### config.mk
export PLATFORM = sky130hd
export DESIGN_NAME = load_store_unit
export DESIGN_NICKNAME = d
export VERILOG_FILES = /design/src/rtl/load_store_unit.sv
export SDC_FILE = /design/constraint.sdc
export NUM_CORES = 1
export LEC_CHECK = 0
export ABC_AREA = 0
export BUFFER_PORTS_ARGS = -buffer_cell sky130_fd_sc_hd__buf_2
export CAP_MARGIN = 10
export CORE_ASPECT_RATIO = 0.6
export CORE_UTILIZATION = 30
export DETAILED_ROUTE_END_ITERATION = 10
export PLACE_DENSITY = 0.59
export SETUP_SLACK_MARGIN = 0.1
export SKIP_LAST_GASP = 1
export SLEW_MARGIN = 20
export SYNTH_ARGS = -nofsm -noshare
export SYNTH_HDL_FRONTEND = slang
export SYNTH_SLANG_ARGS = --single-unit
### constraint.sdc
create_clock -name CLK -period 3.95 [get_ports CLK]
set_clock_uncertainty 0.15 [all_clocks]
set_input_delay 0.5925 -clock CLK [delete_from_list [all_inputs] [get_ports CLK]]
set_output_delay 0.5925 -clock CLK [all_outputs]
set_load 0.01 [all_outputs]
### src/rtl/load_store_unit.sv
// RV32I load/store front end: validates and formats one op, holds it on the arbiter port, returns extended load data.
// Accept -> bus request next cycle; response the cycle after the result pulse; stalls on load_store_ready and resp_ready.
module load_store_unit #(
    parameter int ADDR_WIDTH = 32,
    parameter int DATA_WIDTH = 32,
    parameter int TAG_WIDTH  = 5
) (
    input  logic                  CLK,
    input  logic                  RSTn,
    input  logic                  req_valid,
    output logic                  req_ready,
    input  logic [ADDR_WIDTH-1:0] req_addr,
    input  logic                  req_is_store,
    input  logic [2:0]            req_funct3,
    input  logic [DATA_WIDTH-1:0] req_store_data,
    input  logic [TAG_WIDTH-1:0]  req_tag,
    output logic                  resp_valid,
    input  logic                  resp_ready,
    output logic [DATA_WIDTH-1:0] resp_data,
    output logic [TAG_WIDTH-1:0]  resp_tag,
    output logic [1:0]            resp_error,
    output logic                  load_store_valid,
    input  logic                  load_store_ready,
    output logic [ADDR_WIDTH-1:0] load_store_addr,
    output logic                  load_store_is_write,
    output logic [3:0]            store_strobe,
    output logic [DATA_WIDTH-1:0] store_data,
    input  logic                  load_store_result_valid,
    output logic                  load_store_result_ready,
    input  logic [DATA_WIDTH-1:0] load_data
);

    typedef enum logic [1:0] {IDLE, REQ, WAIT, RESP} state_t;

    state_t          state, state_nxt;
    logic [1:0]      off_q;
    logic [2:0]      funct3_q;
    logic            accept;
    logic            illegal;
    logic            misaligned;
    logic [1:0]      off;
    logic [3:0]      strobe_fmt;
    logic [DATA_WIDTH-1:0] data_fmt;
    logic [DATA_WIDTH-1:0] load_fmt;
    logic [7:0]      byte_sel;
    logic [15:0]     half_sel;

    assign req_ready               = (state == IDLE);
    assign load_store_valid        = (state == REQ);
    assign resp_valid              = (state == RESP);
    assign load_store_result_ready = 1'b1;
    assign accept                  = req_valid && req_ready;
    assign off                     = req_addr[1:0];

    always_comb begin
        if (req_is_store)
            illegal = req_funct3[2] || (req_funct3[1:0] == 2'b11);
        else
            illegal = (req_funct3 == 3'b011) || (req_funct3[2:1] == 2'b11);
        misaligned = ((req_funct3[1:0] == 2'b01) && req_addr[0]) ||
                     ((req_funct3[1:0] == 2'b10) && (off != 2'b00));
    end

    // Store lane formatting; only meaningful for legal, aligned ops.
    always_comb begin
        strobe_fmt = 4'b1111;
        data_fmt   = req_store_data;
        case (req_funct3[1:0])
            2'b00: begin
                strobe_fmt = 4'b0001 << off;
                data_fmt   = {4{req_store_data[7:0]}};
            end
            2'b01: begin
                strobe_fmt = 4'b0011 << off;
                data_fmt   = {2{req_store_data[15:0]}};
            end
            default: ;
        endcase
    end

    always_comb begin
        byte_sel = load_data[7:0];
        case (off_q)
            2'b01:   byte_sel = load_data[15:8];
            2'b10:   byte_sel = load_data[23:16];
            2'b11:   byte_sel = load_data[31:24];
            default: ;
        endcase
        half_sel = off_q[1] ? load_data[31:16] : load_data[15:0];
        case (funct3_q)
            3'b000:  load_fmt = {{24{byte_sel[7]}}, byte_sel};
            3'b100:  load_fmt = {24'b0, byte_sel};
            3'b001:  load_fmt = {{16{half_sel[15]}}, half_sel};
            3'b101:  load_fmt = {16'b0, half_sel};
            default: load_fmt = load_data;
        endcase
    end

    always_ff @(posedge CLK or negedge RSTn) begin
        if (!RSTn)
            state <= IDLE;
        else
            state <= state_nxt;
    end

    always_comb begin
        state_nxt = state;
        case (state)
            IDLE: if (accept) state_nxt = (illegal || misaligned) ? RESP : REQ;
            REQ:  if (load_store_ready) state_nxt = WAIT;
            WAIT: if (load_store_result_valid) state_nxt = RESP;
            RESP: if (resp_ready) state_nxt = IDLE;
            default: state_nxt = IDLE;
        endcase
    end

    // Bus fields are loaded only on accept, so they stay frozen through REQ and WAIT.
    always_ff @(posedge CLK or negedge RSTn) begin
        if (!RSTn) begin
            load_store_addr     <= '0;
            load_store_is_write <= 1'b0;
            store_strobe        <= 4'b0;
            store_data          <= '0;
            off_q               <= 2'b0;
            funct3_q            <= 3'b0;
            resp_data           <= '0;
            resp_tag            <= '0;
            resp_error          <= 2'b0;
        end else if (accept) begin
            load_store_addr     <= {req_addr[ADDR_WIDTH-1:2], 2'b00};
            load_store_is_write <= req_is_store;
            store_strobe        <= strobe_fmt;
            store_data          <= data_fmt;
            off_q               <= off;
            funct3_q            <= req_funct3;
            resp_data           <= '0;
            resp_tag            <= req_tag;
            resp_error          <= illegal ? 2'b10 : (misaligned ? 2'b01 : 2'b00);
        end else if ((state == WAIT) && load_store_result_valid) begin
            resp_data  <= load_store_is_write ? '0 : load_fmt;
            resp_error <= 2'b00;
        end
    end

endmodule

==> run summary, run 1 <==
status -> complete, but fails checks
failing checks -> hold timing
Seq/Total Area, Yosys -> 0.548
Die W -> 171 µm
largest family of logic cells by synthesized area -> multiplexers
Compound-Gate Fraction of Synth Area -> 0.150
critical path startpoint category -> flip-flop
DRC -> 0
fin crit period -> 2730 ps
post-synth cell types -> 34
worst skew pair latency -> 410 ps
largest net degree at the start of global routing -> 66
Clk pwr share -> 0.274
antenna violations before repair -> 0
Overall Global Routing Usage -> 0.171
cell area after synthesis -> 0.00516 mm²
static leakage -> 3.57 nW
Setup crit end -> resp_data[29]
CTS tree -> yes
flop-to-flop setup slack -> 1220 ps
Adder-Cell Fraction of Synth Area -> 0.00970
register share of total power -> 0.362
Clk pin slew, worst setup/hold paths -> 60 ps
total internal power -> 0.00373 W
Max Root-Sink Buffers -> 2
Synth Register Bits -> 113
Layout area overhead -> 36.4%
R2R Path Start -> state[0]
CP Capture Type -> flip-flop
peak supply drop -> 364 µV
vias post-DR -> 4207
Post-CTS Setup Inserts -> 0
critical path fanouts, max -> 16
GR Overflow Total -> 0
Fin Hold WS -> -7.87 ps
DPL Wire Length -> 10800 µm
CP Data Arrival Time -> 2920 ps
Syn Inst Count -> 438
Comb power frac -> 0.364
placed instance area -> 0.00643 mm²
Initial Util -> 0.312
Worst Hold Class -> in2async
Resize count post-CTS -> 0
first-pass GRT wire length -> 23300 µm
vias in the first global route -> 4311
Die ar. -> 0.0177 mm²
clk sinks -> 113
post-route ant nets -> 0
layout cell share with drive strength beyond 1 -> 0.500
Power Density -> 815 mW/mm²
top_reg_cell synth -> dfrtp_1
Via density -> 4.74
Fmax -> 366 MHz
Async SR Flop Fraction -> 1.00
IO Count -> 223
simple logic cell fraction of the synthesized area -> 0.0539
Tightest Pin Transition -> 1010 ps
setup_tns -> 0 ps
clock buffer count from CTS -> 17
RSZ-0062 raised after global routing -> no
fin area -> 0.00703 mm²
relative slew slack -> 0.324
n_diodes -> 0
Fin. Hold Viols -> 2
Synth warnings -> 0
Final Routed Wirelength -> 14600 µm
die height -> 104 µm
clock root buffer master -> clkbuf_16
Slew Limit Fails -> 0
hold buffer count at cts -> 0
Mean Syn Cell Area -> 11.8 µm²
period utilisation layout -> 0.691
crit path launch -> state[0]
initial drt markers -> 198
Max-Cap Viols -> 0
Final #Nets -> 763
Util after Layout -> 0.425
Post-Synth XOR/XNOR Area -> 0
sw frac -> 0.349
Data required, critical path -> 4140 ps
core box area -> 0.0165 mm²
CP Class -> reg2reg
EDFF count, synth -> 0
RR Endpoint -> resp_data[29]
NetSw -> 0.00200 W
# H-tree levels -> 4
1st-pass router iterations -> 4
GPL Wtd Cong -> 0.789
number of port buffers -> 219
drt wl/cell -> 16.5 µm
Setup violations, final -> 0
Std-Cell Rows -> 36
mux cell area share after synthesis -> 0.193
r2r worst-path depth -> 6
-- Yosys cell counts (all sizes together) (4+ instances only) --
master,n,share of area
buf,19,0.021
nor2,21,0.016
dfrtp,113,0.55
o21ai,41,0.040
inv,16,0.012
a221o,23,0.047
ha,4,0.0097
mux2i,32,0.062
a22o,8,0.014
a21oi,26,0.025
nor2b,4,0.0049
clkbuf,15,0.011
nand2,38,0.028
mux2,60,0.13
-- worst min path at each step --
stage | startpoint | to | slack, ps | cells after the start
after detailed placement | store_strobe[1] | store_strobe[1] | 300 | 2
after CTS | RSTn | load_store_addr[2] | 5 | 1
final | RSTn | load_store_addr[2] | -8 | 1
after floorplan | RSTn | funct3_q[0] | 150 | 0
after global placement | store_strobe[1] | store_strobe[1] | 300 | 2
after global routing | RSTn | load_store_addr[2] | 20 | 1
-- layout make-up --
type / count / area (µm²)
multi-input cells: 276 / 2120
flip-flops and latches: 113 / 2830
fillers: 1556 / 9500
inverters: 16 / 60.1
repair buffers: 224 / 1140
clock inverters: 9 / 131
clock buffers: 22 / 474
well taps: 228 / 285
-- power by group through the flow --
stage | registers (W) | logic, W | clock network [W]
5_1_grt | 0.00214 | 0.00230 | 0.00167
3_3_place_gp | 0.00206 | 0.00207 | 0
3_5_place_dp | 0.00208 | 0.00211 | 0
4_1_cts | 0.00207 | 0.00211 | 0.00162
2_1_floorplan | 0.00221 | 0.00110 | 0
6_report | 0.00207 | 0.00209 | 0.00157
-- cells by family (layout without fill, tap and decap cells) --
kind of cell	after synthesis	after routing
AND/OR/NAND/NOR	67	67
multiplexers	92	92
AO/OA/AOI/OAI	110	110
adder cells (fa/ha/maj)	4	4
other	2	3
buffers and inverters	50	271
flip-flops	113	113
-- cell usage in the layout (no fill, tap or decap), types with 8 or more instances in the layout --
cell,Yosys,routed
inv_1,16,16
a221o_1,13,13
mux2i_1,32,32
a221o_2,10,10
buf_2,13,218
dfrtp_1,113,113
mux2_2,60,60
o21ai_0,41,41
clkbuf_16,0,17
a21oi_1,26,25
nand2_1,38,37
nor2_1,20,20
a22o_1,8,8
-- per-layer routing --
| layer | vias up | wire length (µm) | track usage |
|---|---|---|---|
| met5 | - | 0 | 0 |
| li1 | 1988 | - | - |
| met4 | 0 | 159 | 0.0568 |
| met2 | 182 | 6160 | 0.241 |
| met1 | 2023 | 7010 | 0.240 |
| met3 | 14 | 1310 | 0.0611 |
-- through the flow --
step	cells	worst slack, ps	hold slack (ps)	total power [W]
3_3_place_gp	857	1380	302	0.00412
2_1_floorplan	439	1880	147	0.00331
4_1_cts	888	1200	4.75	0.00580
5_1_grt	888	959	22.3	0.00611
6_report	888	1220	-7.87	0.00573
3_5_place_dp	857	1210	305	0.00419
-- worst max-delay path: stages (launching register included) --
cell     delay (ps)
dfrtp_1         420
inv_1           100
ha_1            230
and3b_1         240
nand2_1         330
nor2_1          890
a221o_2         300
-- state kept, by name, summed over array words and instances (netlist names) --
signal	flops
load_store_addr	30
resp_tag	5
resp_error	2
funct3_q	3
load_store_is_write	1
store_data	32
store_strobe	4
state	2
off_q	2
resp_data	32
Power figures use the tool's default switching activity.
==> run 2: changes to the inputs <==
==> constraint.sdc (replaced) <==
create_clock -name CLK -period 2.7 [get_ports CLK]
set_clock_uncertainty 0.15 [all_clocks]
set_input_delay 0.405 -clock CLK [delete_from_list [all_inputs] [get_ports CLK]]
set_output_delay 0.405 -clock CLK [all_outputs]
set_load 0.01 [all_outputs]
==> run 2 against run 1 <==
Net effect:
- the run now ends clean
- via count up 1.8%
- global-route usage up 0.48 points
- clock power up 54%
- die area unchanged
- sequential share of layout area down 0.59 points
- worst hold slack better by 79 ps
- final cell count up 1.1%
- register-to-register slack worse by 730 ps
- critical endpoint is now resp_data[18]
- largest cell class unchanged
- largest power group unchanged
==> run summary, run 2 (synthesis results as in run 1) <==
first-pass GRT wire length -> 23800 µm (was 23300 µm)
critical path fanouts, max -> 16 (unchanged)
largest net degree at the start of global routing -> 56 (was 66)
period utilisation layout -> 0.818 (was 0.691)
1st-pass router iterations -> 4 (unchanged)
Std-Cell Rows -> 36 (unchanged)
clock root buffer master -> clkbuf_16 (unchanged)
Layout area overhead -> 38.4% (was 36.4%)
core box area -> 0.0165 mm² (unchanged)
CP Class -> reg2reg (unchanged)
worst skew pair latency -> 410 ps (about the same)
critical path startpoint category -> flip-flop (unchanged)
Tightest Pin Transition -> 676 ps (was 1010 ps)
initial drt markers -> 255 (was 198)
Max Root-Sink Buffers -> 2 (unchanged)
Power Density -> 1200 mW/mm² (was 815 mW/mm²)
static leakage -> 3.64 nW (was 3.57 nW)
Initial Util -> 0.312 (unchanged)
CP Data Arrival Time -> 2400 ps (was 2920 ps)
Die W -> 171 µm (unchanged)
Overall Global Routing Usage -> 0.176 (was 0.171)
Clk pin slew, worst setup/hold paths -> 60 ps (about the same)
Worst Hold Class -> in2reg (was in2async)
DRC -> 0 (unchanged)
peak supply drop -> 479 µV (was 364 µV)
Final #Nets -> 771 (was 763)
number of port buffers -> 219 (unchanged)
Fmax -> 453 MHz (was 366 MHz)
fin crit period -> 2210 ps (was 2730 ps)
die height -> 104 µm (unchanged)
commonest non-fill, non-tap cell in the layout -> buf_2 (unchanged)
status -> finished, final reports clean (was complete, but fails checks)
Max-Cap Viols -> 0 (unchanged)
RSZ-0062 raised after global routing -> no (unchanged)
Util after Layout -> 0.432 (was 0.425)
drt wl/cell -> 16.5 µm (about the same)
CP Capture Type -> flip-flop (unchanged)
Die ar. -> 0.0177 mm² (unchanged)
post-route ant nets -> 0 (unchanged)
layout cell share with drive strength beyond 1 -> 0.507 (was 0.500)
CTS tree -> yes (unchanged)
# H-tree levels -> 4 (unchanged)
clk sinks -> 113 (unchanged)
Setup violations, final -> 0 (unchanged)
Data required, critical path -> 2890 ps (was 4140 ps)
Via density -> 4.77 (was 4.74)
GPL Wtd Cong -> 0.780 (was 0.789)
setup_tns -> 0 ps (unchanged)
Fin. Hold Viols -> 0 (was 2)
IO Count -> 223 (unchanged)
Largest regs -> resp_data x32, store_data x32, load_store_addr x30 (unchanged)
vias in the first global route -> 4383 (was 4311)
vias post-DR -> 4281 (was 4207)
clock buffer count from CTS -> 17 (unchanged)
Slew Limit Fails -> 0 (unchanged)
Post-CTS Setup Inserts -> 0 (unchanged)
antenna violations before repair -> 2 (was 0)
most frequent cells in the layout -> 218 x buf_2, 113 x dfrtp_1, 60 x mux2_2 (unchanged)
relative slew slack -> 0.549 (was 0.324)
GR Overflow Total -> 0 (unchanged)
Final Routed Wirelength -> 14800 µm (was 14600 µm)
DPL Wire Length -> 11000 µm (was 10800 µm)
-- run 2: worst max-delay path, stage by stage, from the launching register on --
cell	delay, ps
dfrtp_1	420
inv_1	100
ha_1	240
and3b_1	220
nand2_1	110
buf_4	200
a2111oi_4	310
buf_4	260
a221o_1	140
-- run 2: final timing paths --
| check | start | to | slack [ps] | depth (start not counted) |
|---|---|---|---|---|
| worst max-delay path | state[0] | resp_data[18] | 490 | 8 |
| worst min-delay path | load_data[6] | resp_data[6] | 70 | 2 |
| worst max register to register | state[0] | resp_data[18] | 490 | 8 |
| worst min register to register | store_strobe[0] | store_strobe[0] | 320 | 2 |
| max in group asynchronous | RSTn | resp_data[7] | 1270 | 3 |
| min in group asynchronous | RSTn | load_store_addr[5] | 400 | 2 |
-- run 2: routing by layer --
metal  routed length [µm]  up-vias  global-route usage  part of all wire
met4                  206        2              0.0644             0.014
met2                 6150      179               0.246              0.41
li1                     -     2012                   -                 -
met3                 1130       16              0.0531             0.076
met5                   13        -                   0           0.00088
met1                 7350     2072               0.252              0.50
-- run 2: layout make-up --
class,instances,area (µm²)
Antenna cell,1,2.50
Clock buffer,22,474
Clock inverter,10,156
Fill cell,1594,9390
Inverter,16,60.1
Multi-Input combinational cell,276,2120
Sequential cell,113,2830
Tap cell,228,285
Timing Repair Buffer,232,1210
-- run 2: power breakdown --
| group | internal, W | switching, W |
|---|---|---|
| logic | 0.00151 | 0.00164 |
| registers | 0.00248 | 0.000516 |
| clock network | 0.00161 | 0.000795 |
| total | 0.00560 | 0.00295 |
-- run 2: repair_timing --
| item | 4_1_cts | 5_1_grt |
|---|---|---|
| gates resized for setup | 0 | 1 |
| hold endpoints to repair | 43 | 0 |
| hold buffers | 1 | 0 |
| endpoints found under the setup margin | 0 | 8 |
-- run 2: metrics by stage --
step,power (W),area (µm²),hold WS (ps),std cells,worst slack [ps]
5_1_grt,0.00910,7140,55.2,897,294
4_1_cts,0.00865,7130,54.1,897,281
2_1_floorplan,0.00484,5160,-40.6,439,630
3_3_place_gp,0.00608,6490,292,864,436
6_report,0.00855,7140,71.4,898,492
3_5_place_dp,0.00620,6490,302,864,283
==> run 3: changes to the inputs <==
--- a/config.mk
+++ b/config.mk
@@ -11,7 +11,7 @@
 export CORE_ASPECT_RATIO = 0.6
 export CORE_UTILIZATION = 30
 export DETAILED_ROUTE_END_ITERATION = 10
-export PLACE_DENSITY = 0.59
+export PLACE_DENSITY = 0.61
 export SETUP_SLACK_MARGIN = 0.1
 export SKIP_LAST_GASP = 1
 export SLEW_MARGIN = 20
==> constraint.sdc (replaced) <==
create_clock -name CLK -period 1.9 [get_ports CLK]
set_clock_uncertainty 0.15 [all_clocks]
set_input_delay 0.285 -clock CLK [delete_from_list [all_inputs] [get_ports CLK]]
set_output_delay 0.285 -clock CLK [all_outputs]
set_load 0.01 [all_outputs]
==> run 3 against run 2 <==
Net effect:
- wire length rose by 11%
- global-route usage up 1.2 points
- sequential cell count stayed put
- critical endpoint is now resp_data[29]
- largest power group unchanged
==> run summary, run 3 (synthesis results as in run 1) <==
Fin Hold WS -> 23.0 ps (was 71.4 ps)
CP Data Arrival Time -> 1970 ps (was 2400 ps)
core box area -> 0.0165 mm² (unchanged)
Setup violations, final -> 0 (unchanged)
NetSw -> 0.00451 W (was 0.00295 W)
commonest non-fill, non-tap cell in the layout -> buf_2 (unchanged)
register share of total power -> 0.329 (was 0.350)
Fin. Hold Viols -> 0 (unchanged)
CP Class -> reg2reg (unchanged)
Fmax -> 542 MHz (was 453 MHz)
Comb power frac -> 0.422 (was 0.368)
first-pass GRT wire length -> 25500 µm (was 23800 µm)
number of port buffers -> 219 (unchanged)
period utilisation layout -> 0.971 (was 0.818)
drt wl/cell -> 16.8 µm (was 16.5 µm)
R2R Path Start -> state[1] (was state[0])
RR Endpoint -> resp_data[29] (was resp_data[18])
die height -> 104 µm (unchanged)
Final #Nets -> 854 (was 771)
most frequent cells in the layout -> 217 x buf_2, 112 x dfrtp_1, 62 x dlygate4sd3_1 (was 218 x buf_2, 113 x dfrtp_1, 60 x mux2_2)
Std-Cell Rows -> 36 (unchanged)
flop-to-flop setup slack -> 60 ps (was 490 ps)
sw frac -> 0.357 (was 0.345)
CTS tree -> yes (unchanged)
Fill cells -> 1483 (was 1594)
Clk pin slew, worst setup/hold paths -> 60 ps (about the same)
relative slew slack -> 0.592 (was 0.549)
CP Capture Type -> flip-flop (unchanged)
Layout area overhead -> 56.1% (was 38.4%)
crit path launch -> state[1] (was state[0])
Data required, critical path -> 2030 ps (was 2890 ps)
RSZ-0062 raised after global routing -> yes (was no)
total internal power -> 0.00813 W (was 0.00560 W)
largest net degree at the start of global routing -> 114 (was 56)
n_diodes -> 0 (was 1)
post-route ant nets -> 0 (unchanged)
clk sinks -> 113 (unchanged)
Final Routed Wirelength -> 16400 µm (was 14800 µm)
fin crit period -> 1840 ps (was 2210 ps)
static leakage -> 4.01 nW (was 3.64 nW)
vias in the first global route -> 4825 (was 4383)
clock buffer count from CTS -> 17 (unchanged)
initial drt markers -> 221 (was 255)
worst skew pair latency -> 400 ps (was 410 ps)
r2r worst-path depth -> 7 (was 8)
Overall Global Routing Usage -> 0.187 (was 0.176)
critical path fanouts, max -> 16 (unchanged)
IO Count -> 223 (unchanged)
peak supply drop -> 708 µV (was 479 µV)
# H-tree levels -> 4 (unchanged)
CP max-delay cell -> dfrtp_1 (unchanged)
clock root buffer master -> clkbuf_16 (unchanged)
Tightest Pin Transition -> 612 ps (was 676 ps)
GPL Wtd Cong -> 0.804 (was 0.780)
Clk pwr share -> 0.249 (was 0.281)
1st-pass router iterations -> 5 (was 4)
Max-Cap Viols -> 0 (unchanged)
antenna violations before repair -> 1 (was 2)
dpl ws -> -236 ps (was 283 ps)
Die ar. -> 0.0177 mm² (unchanged)
Worst Hold Class -> in2reg (unchanged)
Setup crit end -> resp_data[29] (was resp_data[18])
DRC -> 0 (unchanged)
Crit path buffers/inverters -> 2 (was 3)
Via density -> 4.75 (was 4.77)
family with the most delay on the worst path -> flip-flops (was buffers and inverters)
DPL Wire Length -> 11500 µm (was 11000 µm)
critical path depth -> 7 (was 8)
GR Overflow Total -> 0 (unchanged)
crit-path cells -> ha_2 > and3b_2 > nand2_4 > buf_6 > nor2_4 > buf_12 > a221o_2 (was inv_1 > ha_1 > and3b_1 > nand2_1 > buf_4 > a2111oi_4 > buf_4 > a221o_1)
Power Density -> 1570 mW/mm² (was 1200 mW/mm²)
Critical Path Max Stage Delay -> 420 ps (about the same)
Die W -> 171 µm (unchanged)
Setup WS post-layout -> 55.5 ps (was 492 ps)
Power Total -> 0.0126 W (was 0.00855 W)
Largest regs -> resp_data x32, store_data x32, load_store_addr x30 (unchanged)
Max Root-Sink Buffers -> 2 (unchanged)
vias post-DR -> 4654 (was 4281)
layout cell share with drive strength beyond 1 -> 0.501 (was 0.507)
critical path startpoint category -> flip-flop (unchanged)
Slew Limit Fails -> 0 (unchanged)
status -> finished, final reports clean (unchanged)
Initial Util -> 0.312 (unchanged)
run 3: cell types whose count changed in the layout (fill, tap and decap cells not counted), sizes merged:
cell | previous run | this run
clkbuf | 22 | 17
clkinvlp | 1 | 6
dlygate4sd3 | 1 | 62
inv | 16 | 19
buf | 231 | 253
bufinv | 4 | 2
clkinv | 5 | 4
diode | 1 | 0
run 3: power groups by stage:
stage | clock network [W] | registers [W] | logic, W
after detailed placement | 0 | 0.00418 | 0.00494
after global routing | 0.00335 | 0.00430 | 0.00581
final | 0.00315 | 0.00416 | 0.00533
after floorplan | 0 | 0.00459 | 0.00236
after CTS | 0.00323 | 0.00416 | 0.00525
after global placement | 0 | 0.00412 | 0.00481
run 3: worst min-delay path by stage:
stage,from,endpoint,slack (ps),cells after the start
after global routing,req_store_data[2],store_data[2],20,2
after global placement,RSTn,load_store_addr[20],260,2
after floorplan,RSTn,funct3_q[0],-160,0
final,req_store_data[21],store_data[21],20,3
after detailed placement,RSTn,load_store_addr[20],270,2
after CTS,load_data[31],resp_data[31],4,2
run 3: metrics by stage:
| stage | instance area (µm²) | TNS [ps] | instances | util |
|---|---|---|---|---|
| floorplan | 5200 | 0 | 439 | - |
| global placement | 6640 | -2220 | 877 | 0.401 |
| detailed placement | 6640 | -3500 | 877 | 0.401 |
| CTS | 8000 | 0 | 979 | 0.484 |
| global route | 8050 | 0 | 980 | 0.487 |
| finish | 8050 | 0 | 980 | 0.487 |
run 3: timing repair:
action	in CTS	in global routing
hold buffers	62	0
cloned	0	0
pin swaps	5	1
endpoints found under the hold margin	174	0
buffers inserted	8	1
gates resized for setup	15	12
setup endpoints to repair	34	40
run 3: layer usage:
| metal | part of all wire | global-route usage |
|---|---|---|
| met5 | 0 | 0 |
| met4 | 0.013 | 0.0529 |
| met3 | 0.11 | 0.0745 |
| met2 | 0.45 | 0.295 |
| met1 | 0.43 | 0.237 |
run 3: worst reg2reg max path, delay by kind of cell, from the launching register on:
family                     cells  cell delay, ps
and+or+nand+nor                3             350
adders and majority gates      1             210
DFF                            1             420
buffers and inverters          2             260
AOI/OAI and AO/OA              1             340
run 3: area by class of cell:
cell class / instances / area [µm²] / area share
clock buffer: 17 / 425 / 0.0528
timing repair buffer: 315 / 2090 / 0.260
sequential: 113 / 2830 / 0.351
tap: 228 / 285 / 0.0354
inverter: 16 / 60.1 / 0.00746
clock inverter: 15 / 159 / 0.0197
multi-input combinational: 276 / 2200 / 0.273
